[src/rtl/mips_mem_pkg.sv]
// mips_mem_pkg: shared types and sizes for the MIPS memory responder.
// Loader FSM states, default memory depths and word geometry.
package mips_mem_pkg;

   typedef enum logic [1:0] {
      ST_HOLD,
      ST_LOAD,
      ST_RELEASE,
      ST_RUN
   } state_e;

   localparam int IMEM_WORDS_DEF = 64;
   localparam int DMEM_WORDS_DEF = 64;
   localparam int BYTES_PER_WORD = 4;

endpackage

[src/rtl/mips_load_assembler.sv]
// mips_load_assembler: packs loader bytes into big-endian 32-bit words.
// Emits a word on the 4th byte or early on last, zero-padding low bytes.
module mips_load_assembler
   import mips_mem_pkg::*;
(
   input  logic        clock,
   input  logic        reset,
   input  logic        clear_i,
   input  logic        accept_i,
   input  logic [7:0]  byte_i,
   input  logic        last_i,
   output logic        word_valid_o,
   output logic [31:0] word_o,
   output logic        word_partial_o
);

   localparam logic [1:0] LAST_IDX = 2'(BYTES_PER_WORD - 1);

   logic [1:0]  cnt_q, cnt_d;
   logic [23:0] shift_q, shift_d;

   // Word assembly from buffered bytes plus the byte on the bus.
   always_comb begin
      word_valid_o   = accept_i && (last_i || cnt_q == LAST_IDX);
      word_partial_o = word_valid_o && (cnt_q != LAST_IDX);
      word_o         = '0;
      unique case (cnt_q)
         2'd0: word_o = {byte_i, 24'h0};
         2'd1: word_o = {shift_q[7:0], byte_i, 16'h0};
         2'd2: word_o = {shift_q[15:0], byte_i, 8'h0};
         2'd3: word_o = {shift_q[23:0], byte_i};
      endcase
      cnt_d   = cnt_q;
      shift_d = shift_q;
      if (clear_i || word_valid_o) begin
         cnt_d   = '0;
         shift_d = '0;
      end else if (accept_i) begin
         cnt_d   = cnt_q + 2'd1;
         shift_d = {shift_q[15:0], byte_i};
      end
   end

   // Byte counter and shift register.
   always_ff @(posedge clock) begin
      if (reset) begin
         cnt_q   <= '0;
         shift_q <= '0;
      end else begin
         cnt_q   <= cnt_d;
         shift_q <= shift_d;
      end
   end

endmodule

[src/rtl/mips_mem_responder.sv]
// mips_mem_responder: imem/dmem server for the single-cycle MIPS core.
// Loads imem byte-serially with the core held in reset, then runs it.
module mips_mem_responder
   import mips_mem_pkg::*;
#(
   parameter int IMEM_WORDS = IMEM_WORDS_DEF,
   parameter int DMEM_WORDS = DMEM_WORDS_DEF
) (
   input  logic                        clock,
   input  logic                        reset,
   input  logic                        load_valid,
   input  logic [7:0]                  load_byte,
   input  logic                        load_last,
   output logic                        load_ready,
   input  logic                        load_restart,
   output logic                        core_reset_n,
   output logic [$clog2(IMEM_WORDS):0] words_loaded,
   output logic                        load_overflow,
   input  logic [31:0]                 pc,
   output logic [31:0]                 instruction,
   input  logic [31:0]                 alu_out,
   input  logic [31:0]                 write_data,
   input  logic                        mem_write,
   output logic [31:0]                 read_data
);

   localparam int K = $clog2(IMEM_WORDS);
   localparam int M = $clog2(DMEM_WORDS);
   localparam logic [K:0] FULL_CNT = (K+1)'(IMEM_WORDS);

   state_e      state_q, state_d;
   logic [K:0]  ptr_q, ptr_d;
   logic        ovf_q, ovf_d;
   logic        accept, restart, full;
   logic        word_valid, word_partial;
   logic [31:0] word;
   logic        pc_in, dm_in, dm_we;

   logic [31:0] imem [IMEM_WORDS];
   logic [31:0] dmem [DMEM_WORDS];

   assign load_ready    = (state_q == ST_HOLD) || (state_q == ST_LOAD);
   assign core_reset_n  = (state_q == ST_RUN);
   assign accept        = load_valid && load_ready;
   assign restart       = (state_q == ST_RUN) && load_restart;
   assign full          = (ptr_q == FULL_CNT);
   assign words_loaded  = ptr_q;
   assign load_overflow = ovf_q;

   mips_load_assembler u_asm (
      .clock          (clock),
      .reset          (reset),
      .clear_i        (restart),
      .accept_i       (accept),
      .byte_i         (load_byte),
      .last_i         (load_last),
      .word_valid_o   (word_valid),
      .word_o         (word),
      .word_partial_o (word_partial)
   );

   // Next state, word pointer and overflow flag.
   always_comb begin
      state_d = state_q;
      ptr_d   = ptr_q;
      ovf_d   = ovf_q;
      unique case (state_q)
         ST_HOLD, ST_LOAD: begin
            if (accept)
               state_d = load_last ? ST_RELEASE : ST_LOAD;
         end
         ST_RELEASE: state_d = ST_RUN;
         ST_RUN: begin
            if (load_restart)
               state_d = ST_HOLD;
         end
         default: state_d = ST_HOLD;
      endcase
      if (word_valid) begin
         if (full) ovf_d = 1'b1;
         else      ptr_d = ptr_q + 1'b1;
      end
      if (restart) begin
         ptr_d = '0;
         ovf_d = 1'b0;
      end
   end

   // FSM and load bookkeeping registers.
   always_ff @(posedge clock) begin
      if (reset) begin
         state_q <= ST_HOLD;
         ptr_q   <= '0;
         ovf_q   <= 1'b0;
      end else begin
         state_q <= state_d;
         ptr_q   <= ptr_d;
         ovf_q   <= ovf_d;
      end
   end

   // Completed loader words go to imem until it is full.
   always_ff @(posedge clock) begin
      if (!reset && word_valid && !full)
         imem[ptr_q[K-1:0]] <= word;
   end

   assign pc_in       = pc < 32'(4 * IMEM_WORDS);
   assign instruction = pc_in ? imem[pc[K+1:2]] : 32'h0;

   assign dm_in     = alu_out < 32'(4 * DMEM_WORDS);
   assign dm_we     = mem_write && dm_in && (state_q == ST_RUN);
   assign read_data = dm_in ? dmem[alu_out[M+1:2]] : 32'h0;

   // Core stores, only while running and in range.
   always_ff @(posedge clock) begin
      if (!reset && dm_we)
         dmem[alu_out[M+1:2]] <= write_data;
   end

endmodule

[config.mk]
export PLATFORM = sky130hd
export DESIGN_NAME = mips_mem_responder
export DESIGN_NICKNAME = d
export VERILOG_FILES = /design/src/rtl/mips_mem_pkg.sv /design/src/rtl/mips_load_assembler.sv /design/src/rtl/mips_mem_responder.sv
export SDC_FILE = /design/constraint.sdc
export NUM_CORES = 2
export LEC_CHECK = 0
export CAP_MARGIN = 40
export CORE_ASPECT_RATIO = 0.6
export CORE_MARGIN = 4
export CORE_UTILIZATION = 62
export DETAILED_ROUTE_END_ITERATION = 7
export HOLD_SLACK_MARGIN = 0.12
export PLACE_DENSITY_LB_ADDON = 0.15
export REMOVE_ABC_BUFFERS = 1
export SLEW_MARGIN = 20
export SYNTH_ARGS = -nofsm -noshare
export SYNTH_HDL_FRONTEND = slang
export SYNTH_SLANG_ARGS = --single-unit
[constraint.sdc]
create_clock -name clock -period 5.2 [get_ports clock]
set_input_delay 1.04 -clock clock [delete_from_list [all_inputs] [get_ports clock]]
set_output_delay 1.04 -clock clock [all_outputs]
set_load 0.05 [all_outputs]
==> flow_summary.toml <==
[run_status]
outcome = "finished, violations left"
violations = "design-rule violations, negative setup slack"

[logic_synthesis]
syn_area_per_cell_um2 = 20.7
synth_flop_cell = "edfxtp_1"
synth-edff-count = 4096
synth_seq_cells = 4132
yosysWarnings = 0
syn-cell-area_um2 = 159000
syn-instance-count = 7702
yosysSeqAreaShare_pct = 77.7
yosysUniqueCellTypes = 83
async_reset_ff_share_pct = 0

[grt]
antenna_found_initial = 31
overflow = 0
track_usage_pct = 36.2
grt_pass1_vias = 85612
grt_start_max_net_pins = 65
grt_pass1_wl_um = 667000

[floorplan]
start_util_pct = 62.6
ios = 184
fp.dieH_um = 401
die_area_um2 = 265000
die_w_um = 662
rows = 143
design.core.area_um2 = 254000

[clock_network]
h-tree-depth = 5
cts_buffer_depth = 4
ctsHoldBuffers = 0
cts_tree = "built"
clk_latency_ps = 890
cts_buffers = 360
ctsRootBufferMaster = "clkbuf_16"
cts.clk_slew.worst_paths_ps = 60
cts.sinks = 4132

[setup_path]
crit_type = "input pin to primary output"
worstSetupEndpointType = "primary output"
worstPathArrival_ps = 4260
cp_max_fo = 14
rr_startpoint = "u_asm.cnt_q[0]"
startpoint = "alu_out[2]"
slowest_delay_ps = 470
reg2reg_slack_ps = 1630
required_ps = 4160
critical-path-slowest-cell = "or3_1"
worstSetupStartpointType = "input pin"
crit_chain = "buf_8 -> buf_12 -> or2_2 -> buf_4 -> o22ai_1 -> o21ai_0 -> a21oi_1 -> or3_1 -> nor4_4 -> buf_4 -> buf_12"

[final_layout]
finalCoreUtilization_pct = 72.8
fin_area_um2 = 185000
area_growth_syn_to_layout_pct = 16.2
fin_nets = 8683
mostFrequentLayoutCells = "edfxtp_1 (4,096), mux4_2 (658), buf_4 (573)"
final_common_cell = "edfxtp_1"
drive_above_1_share_pct = 28.0

[detailed_routing]
drtIter0Drc = 17900
drt_wl_total_um = 480000
dr.pass1.iters = 8
post-route-drc-count = 4
drt-vias-per-instance = 7.27
routed-via-count = 89104
wire_per_inst_um = 39.2
ant_nets = 0

[power]
ir_drop_v = 0.000299
pwr_density_cell_nw_per_um2 = 362
p_leak_uw = 0.0601

[placed_design]
place_area_um2 = 173000
gp_congestion = 1.03
hpwl_um = 297000
io_buffer_count = 179

[timing]
slew_headroom_pct = 34.1
fin_crit_sh_pct = 102
timing.fmax_mhz = 189
rsz0062_at_grt = "no"
min_period_ps = 5300
tightest_slew_ps = 989
setup_violations = 4
fin_hold_ws_ps = 461
maxSlewViolCount = 0
layout_setup_ws_ps = -100
finalSetupTns_ps = -205
fin_skew_ps = 29.2
hold_viol = 0

[hold_path]
hold_class = "register to register"
worstHoldStart = "u_asm.shift_q[18]"

[job]
max_cap_violations = 0
==> cells in the mapped netlist (9+ instances only) <==
library cell	n	area [um^2]
mux2i_1	389	3890
a221oi_1	45	394
a21oi_1	144	721
o22ai_1	271	1700
o221ai_1	170	1490
buf_2	168	841
o21ai_0	113	566
mux2_2	182	2050
a222oi_1	38	380
buf_1	43	161
nor4_1	26	163
dfxtp_1	36	721
edfxtp_1	4096	123000
a31oi_1	11	68.8
mux4_1	35	920
a32o_1	9	90.1
nor2_1	264	991
clkbuf_1	157	589
or3_1	12	75.1
a211oi_1	20	150
and2_1	15	93.8
nor2b_1	25	156
nand2_1	240	901
inv_1	17	63.8
nand3_1	44	220
a2bb2oi_1	25	219
mux4_2	658	14800
a22oi_1	159	1190
and3_1	11	68.8
buf_6	37	417
a22o_1	13	114
buf_4	66	495
==> path summary, 6_finish.rpt <==
kind / end / cells after the start
worst max register to register: imem[30][7] / 9
worst min-delay path: u_asm.shift_q[18] / 2
worst min register to register: u_asm.shift_q[18] / 2
worst max-delay path: read_data[22] / 11
==> cells by family (layout without fill, tap and decap cells) <==
family                   after synthesis  after routing  share of synthesized area, %
AO/OA/AOI/OAI                       1087           1087                          4.86
multiplexers                        1264           1264                          13.6
XOR/XNOR                               5              5                        0.0275
adder cells (fa/ha/maj)                6              6                        0.0471
AND/OR/NAND/NOR                      699            699                          1.97
buffers and inverters                509           1654                          1.81
flip-flops                          4132           4132                          77.7
other                                  0             10                             0
==> critical path, delay by kind of cell <==
| family | cells | cell delay (ps) |
|---|---|---|
| AOI/OAI and AO/OA | 3 | 710 |
| buffers and inverters | 5 | 1240 |
| and+or+nand+nor | 3 | 1170 |
==> metrics by stage <==
stage,instances,setup WS (ps),power [uW]
detailed placement,11583,-174,40700
finish,12264,-100,67100
global route,12255,19.6,68700
CTS,12225,43.6,67000
floorplan,7211,-1440,38500
global placement,11560,-472,40700
==> registers in the layout (all words and copies together) (netlist names) <==
signal and cells:
u_asm.cnt_q 2, u_asm.shift_q 24, load_overflow 1, state_q 2, words_loaded 7, imem 2048, dmem 2048
==> report_power, final <==
group          internal [uW]  switching, uW
clock                  14900          11900
sequential             36500           14.2
combinational           1280           2440
total                  52700          14300
==> final cells by class <==
class,instances,area [um^2]
Tap cell,3407,4260
Antenna cell,10,25.0
Clock inverter,201,1980
Sequential cell,4132,124000
Inverter,18,75.1
Timing Repair Buffer,994,11500
Multi-Input combinational cell,3061,34000
Clock buffer,441,9550
Fill cell,14479,69300
==> timing repair <==
action / in CTS / in global routing
pin swaps: 0 / 0
buffers inserted: 0 / 3
setup endpoints to repair: 3 / 6
resized for setup: 4 / 4
==> routing by layer <==
metal	vias up	routed length (um)	track usage [%]
met5	-	149	0
met4	22	14600	9.16
met3	962	91900	17.5
met2	7867	194000	46.5
met1	46079	180000	55.7
li1	34174	-	-
Note: power is estimated with default switching activity, not from simulation.
